### src/rtl/mmm_pkg.sv
// Shared front-end types: branch resolution record and BTB update controller states.
package mmm_pkg;
  localparam int XLEN     = 32;
  localparam int BTB_BITS = 8;
  localparam int OFFSET   = 2;

  typedef struct packed {
    logic [XLEN-1:0] pc;
    logic [XLEN-1:0] target;
  } resolution_t;

  typedef enum logic [1:0] {
    RUN    = 2'd0,
    FLUSH  = 2'd1,
    SETTLE = 2'd2
  } btb_ctrl_state_t;
endpackage

### src/rtl/btb_upd_ctrl_rr_arbiter.sv
// Round-robin arbiter: grants the first requester at or above the pointer (with
// wrap-around); the pointer moves past the winner only when advance is asserted.
module rr_arbiter #(
  parameter int N = 2
) (
  input  logic         clk_i,
  input  logic         rst_i,
  input  logic [N-1:0] req,
  input  logic         advance,
  output logic [N-1:0] gnt
);
  localparam int PW = (N > 1) ? $clog2(N) : 1;

  logic [PW-1:0] r_ptr;
  logic [PW-1:0] w_nxt;
  logic          w_found;
  int            w_idx;

  // Rotating priority search starting at the pointer
  always_comb begin
    gnt     = '0;
    w_nxt   = r_ptr;
    w_found = 1'b0;
    w_idx   = 0;
    for (int i = 0; i < N; i++) begin
      w_idx = int'(r_ptr) + i;
      if (w_idx >= N) w_idx = w_idx - N;
      if (!w_found && req[w_idx]) begin
        w_found    = 1'b1;
        gnt[w_idx] = 1'b1;
        w_nxt      = (w_idx == N - 1) ? '0 : PW'(w_idx + 1);
      end
    end
  end

  // Pointer steps past the winner only on an accepted grant
  always_ff @(posedge clk_i or posedge rst_i) begin
    if (rst_i)        r_ptr <= '0;
    else if (advance) r_ptr <= w_nxt;
  end
endmodule

### src/rtl/btb_upd_ctrl.sv
// BTB update controller: arbitrates resolution producers onto the single BTB
// write port, sequences flushes and keeps saturating update/delete counters.
module btb_upd_ctrl
  import mmm_pkg::*;
#(
  parameter int N_SRC = 2,
  parameter int CNT_W = 16
) (
  input  logic                    clk_i,
  input  logic                    rst_i,
  input  logic [N_SRC-1:0]        src_valid_i,
  input  logic [N_SRC-1:0]        src_del_i,
  input  resolution_t [N_SRC-1:0] src_res_i,
  output logic [N_SRC-1:0]        src_ready_o,
  input  logic                    flush_req_i,
  output logic                    flush_done_o,
  output logic                    btb_valid_o,
  output logic                    btb_del_entry_o,
  output resolution_t             btb_res_o,
  output logic                    btb_flush_o,
  output logic [CNT_W-1:0]        upd_cnt_o,
  output logic [CNT_W-1:0]        del_cnt_o
);
  btb_ctrl_state_t r_state;
  logic [N_SRC-1:0] w_gnt;
  logic             w_run;
  logic             w_hs;
  logic             w_sel_del;
  resolution_t      w_sel_res;

  // A flush request wins over arbitration in the very cycle it is seen; reset
  // also masks ready so every output reads 0 while rst_i is high.
  assign w_run       = (r_state == RUN) && !flush_req_i && !rst_i;
  assign src_ready_o = w_gnt & {N_SRC{w_run}};
  assign w_hs        = |src_ready_o;

  rr_arbiter #(.N(N_SRC)) u_arb (
    .clk_i   (clk_i),
    .rst_i   (rst_i),
    .req     (src_valid_i),
    .advance (w_hs),
    .gnt     (w_gnt)
  );

  // Select the accepted source's payload (ready is one-hot)
  always_comb begin
    w_sel_res = '0;
    w_sel_del = 1'b0;
    for (int i = 0; i < N_SRC; i++) begin
      if (src_ready_o[i]) begin
        w_sel_res = src_res_i[i];
        w_sel_del = src_del_i[i];
      end
    end
  end

  // Flush sequencer: RUN -> FLUSH -> SETTLE -> RUN, re-flush allowed from SETTLE
  always_ff @(posedge clk_i or posedge rst_i) begin
    if (rst_i) r_state <= RUN;
    else begin
      case (r_state)
        RUN:     if (flush_req_i) r_state <= FLUSH;
        FLUSH:   r_state <= SETTLE;
        SETTLE:  r_state <= flush_req_i ? FLUSH : RUN;
        default: r_state <= RUN;
      endcase
    end
  end

  assign btb_flush_o  = (r_state == FLUSH);
  assign flush_done_o = (r_state == SETTLE) && !flush_req_i;

  // Registered update toward the BTB; data holds when idle
  always_ff @(posedge clk_i or posedge rst_i) begin
    if (rst_i) begin
      btb_valid_o     <= 1'b0;
      btb_del_entry_o <= 1'b0;
      btb_res_o       <= '0;
    end else begin
      btb_valid_o <= w_hs;
      if (w_hs) begin
        btb_del_entry_o <= w_sel_del;
        btb_res_o       <= w_sel_res;
      end
    end
  end

  // Saturating statistics, cleared only by reset
  always_ff @(posedge clk_i or posedge rst_i) begin
    if (rst_i) begin
      upd_cnt_o <= '0;
      del_cnt_o <= '0;
    end else if (btb_valid_o) begin
      if (btb_del_entry_o) begin
        if (del_cnt_o != '1) del_cnt_o <= del_cnt_o + 1'b1;
      end else begin
        if (upd_cnt_o != '1) upd_cnt_o <= upd_cnt_o + 1'b1;
      end
    end
  end
endmodule

### config.mk
export PLATFORM = sky130hd
export DESIGN_NAME = btb_upd_ctrl
export DESIGN_NICKNAME = d
export VERILOG_FILES = /design/src/rtl/mmm_pkg.sv /design/src/rtl/btb_upd_ctrl_rr_arbiter.sv /design/src/rtl/btb_upd_ctrl.sv
export SDC_FILE = /design/constraint.sdc
export NUM_CORES = 1
export LEC_CHECK = 0
export CAP_MARGIN = 20
export CORE_ASPECT_RATIO = 0.5
export CORE_MARGIN = 3
export CORE_UTILIZATION = 44
export CTS_BUF_LIST = sky130_fd_sc_hd__clkbuf_4
export DETAILED_ROUTE_END_ITERATION = 6
export HOLD_SLACK_MARGIN = 0.1
export PLACE_DENSITY = 0.95
export SETUP_SLACK_MARGIN = 0.15
export SYNTH_ARGS = -nofsm -noshare
export SYNTH_HDL_FRONTEND = slang
export SYNTH_SLANG_ARGS = --single-unit
### constraint.sdc
create_clock -name clk_i -period 5 [get_ports clk_i]
set_input_delay 1 -clock clk_i [delete_from_list [all_inputs] [get_ports clk_i]]
set_output_delay 1 -clock clk_i [all_outputs]
set_load 0.02 [all_outputs]
==> results.yml <==
global_route:
  grtUsageTotal_pct: 24.38
  antenna_found_initial: 0
  grt_pass1_wl_mm: 22.79
  grt_overflow: 0
  grt_max_degree: 77
  grt_pass1_vias: 4402
synth:
  syn_area_per_cell_um2: 9.113
  synth-seq-cells: 101
  synth_ff_type: "dfrtp_1"
  yosysSeqAreaShare_pct: 54.59
  synth-warning-count: 0
  synth-edff-count: 0
  synth_cell_types: 37
  synthArstFlopShare_pct: 100.0
  synth_nets: 645
  synth_area_mm2: 0.004629
  synthCells: 508
floorplanning:
  row_count: 25
  io_pins: 237
  core_mm2: 0.009822
  die_y_um: 78.53
  die_w_um: 151.1
  die_area_mm2: 0.01186
  initial_utilization_pct: 47.13
setup_path:
  arrival_ns: 2.90
  rr_startpoint: "r_state[1]"
  crit_path_start: "flush_req_i"
  required_ns: 4.00
  worst-setup-path-type: "input pin to output port"
  cp-start-kind: "input pin"
  cp-end-kind: "output port"
  path_max_fanout: 4
finish:
  fin_util_pct: 73.20
  syn2layout_area_growth_pct: 55.30
  nNetsFinal: 868
  diodes: 0
  fill_cells: 751
  drive_above_1_share_pct: 4.484
timing:
  drv_slew: 0
  max-slew-margin-rel_pct: 36.61
  setup_ws_ns: 1.099
  finalHoldViolCount: 0
  whs_ns: 0.5159
  period_minus_slack_ns: 3.901
  max_freq_mhz: 256.4
  fin_tns_setup_ns: 0
  skew_ns: 0.01956
  tightest_slew_ns: 0.9508
  final-setup-viol-count: 0
  rsz0062_at_grt: "no"
  min_period_over_period_pct: 78.02
clock_network:
  clockRootBuffer: "clkbuf_4"
  cts_hold_buf: 0
  numClockSinks: 101
  clk_pin_slew_ns: 0.18
  numCtsBuffers: 9
  tritoncts: "yes"
  cts_setup_buffers: 0
  clkLatencyLatePin_ns: 0.46
  cts_buffer_depth: 2
  cts-htree-levels: 3
  cts_resized: 0
drt:
  met3_length_um: 571
  ant_nets: 0
  viasPerCell: 5.168
  dr_wl_met2_mm: 7.802
  highest_layer: "met4"
  m1WireLength_mm: 5.673
  firstDrtPassIters: 5
  initialDrtViolationCount: 228
  wire_per_inst_um: 16.53
  finalWirelength_mm: 14.40
  drc: 0
  via_count: 4501
pwr:
  leakage_uw: 0.003098
  power_uw: 2697
  ir_worst_vdd_v: 0.0001792
  power.density_mw_per_mm2: 375.1
status:
  status: "finished, final reports clean"
job:
  max_cap_viol_count: 0
hold_path:
  min_from: "upd_cnt_o[7]"
  worstHoldPathType: "register to register"
place:
  portBuffers: 236
  dpl.hpwl_mm: 10.49
  pre_cts_slack_ns: 1.136
  place_congestion: 0.8527
-- layout make-up --
type,count,area [µm²],share of cell area (%)
clock buffer,9,67.56,0.9398
tap,135,168.9,2.349
inverter,4,17.52,0.2436
multi-input combinational,374,1943,27.03
sequential,101,2527,35.15
timing repair buffer,241,2400,33.38
clock inverter,7,65.06,0.9050
-- final timing paths --
check                      slack (ns)  cells after the start              to
max in group asynchronous        2.88                      3   btb_res_o[25]
setup reg to reg                 2.64                      7   btb_res_o[32]
hold reg to reg                  0.52                      1    upd_cnt_o[7]
hold / removal                   0.52                      1    upd_cnt_o[7]
min in group asynchronous        1.16                      2   btb_res_o[50]
setup / recovery                 1.10                      6  src_ready_o[0]
-- cells in the mapped netlist (all sizes together), types with 2 or more instances --
cell type	count	area [µm²]
buf	9	82.57
o21a	3	22.52
and3	8	51.30
a21oi	2	10.01
nor4	3	33.78
clkbuf	20	75.07
nand2b	2	12.51
ha	2	25.02
dfrtp	101	2527
nand4	8	50.05
nor3b	2	20.02
xor2	11	96.34
inv	4	15.01
nor2	71	266.5
a31oi	66	412.9
mux2	3	37.53
and2	2	12.51
or3	2	17.52
and4	4	35.03
xnor2	15	131.4
nand2	146	548.0
nor2b	5	31.28
nand3	12	60.06
-- worst max-delay path, stage by stage --
cell	delay (ns)
clkdlybuf4s50_1	0.47
nor4_4	0.40
nand2_1	0.12
a21o_2	0.22
inv_2	0.05
clkdlybuf4s50_1	0.63
-- routing by layer --
metal  track usage (%)  vias up
met5                 0        -
met4             8.318        0
met3             5.709       32
met2             44.55      129
met1             28.12     2171
li1                  -     2169
-- placed cells by master (no fill, tap or decap), drive strengths merged, types with 3 or more instances in the layout --
cell and instances:
nor2 71, xnor2 15, clkdlybuf4s50 236, buf 5, and4 4, inv 8, xor2 11, nor2b 5
nand4 8, clkbuf 9, o21a 3, nand3 12, a31oi 66, dfrtp 101, nor4 3, nand2 146
mux2 3, and3 8
-- cells by family (layout without fill, tap and decap cells) --
logic type / after synthesis / in the layout / share of synthesized area, %
AOI/OAI and AO/OA: 75 / 75 / 10.35
adders and majority gates: 2 / 2 / 0.5405
buffers and inverters: 33 / 261 / 3.729
and+or+nand+nor: 268 / 268 / 25.05
muxes: 3 / 3 / 0.8107
DFF: 101 / 101 / 54.59
xor gates and xnor gates: 26 / 26 / 4.919
-- flip-flops by register name, summed over array words and instances (netlist names) --
name             cells
r_state              2
btb_del_entry_o      1
btb_valid_o          1
del_cnt_o           16
upd_cnt_o           16
btb_res_o           64
u_arb.r_ptr          1
-- stage by stage --
stage | instances | instance area, µm²
floorplan | 508 | 4629
global placement | 855 | 7057
detailed placement | 855 | 7057
CTS | 871 | 7189
global route | 871 | 7189
finish | 871 | 7189
-- where the power goes --
part	internal, µW	leakage [µW]	switching (µW)	total (µW)
combinational	564	0.00177	551	1110
clock	115	0.0000710	305	420
sequential	1020	0.00125	141	1160
total	1700	0.00310	997	2700
Note: power is estimated with default switching activity, not from simulation.
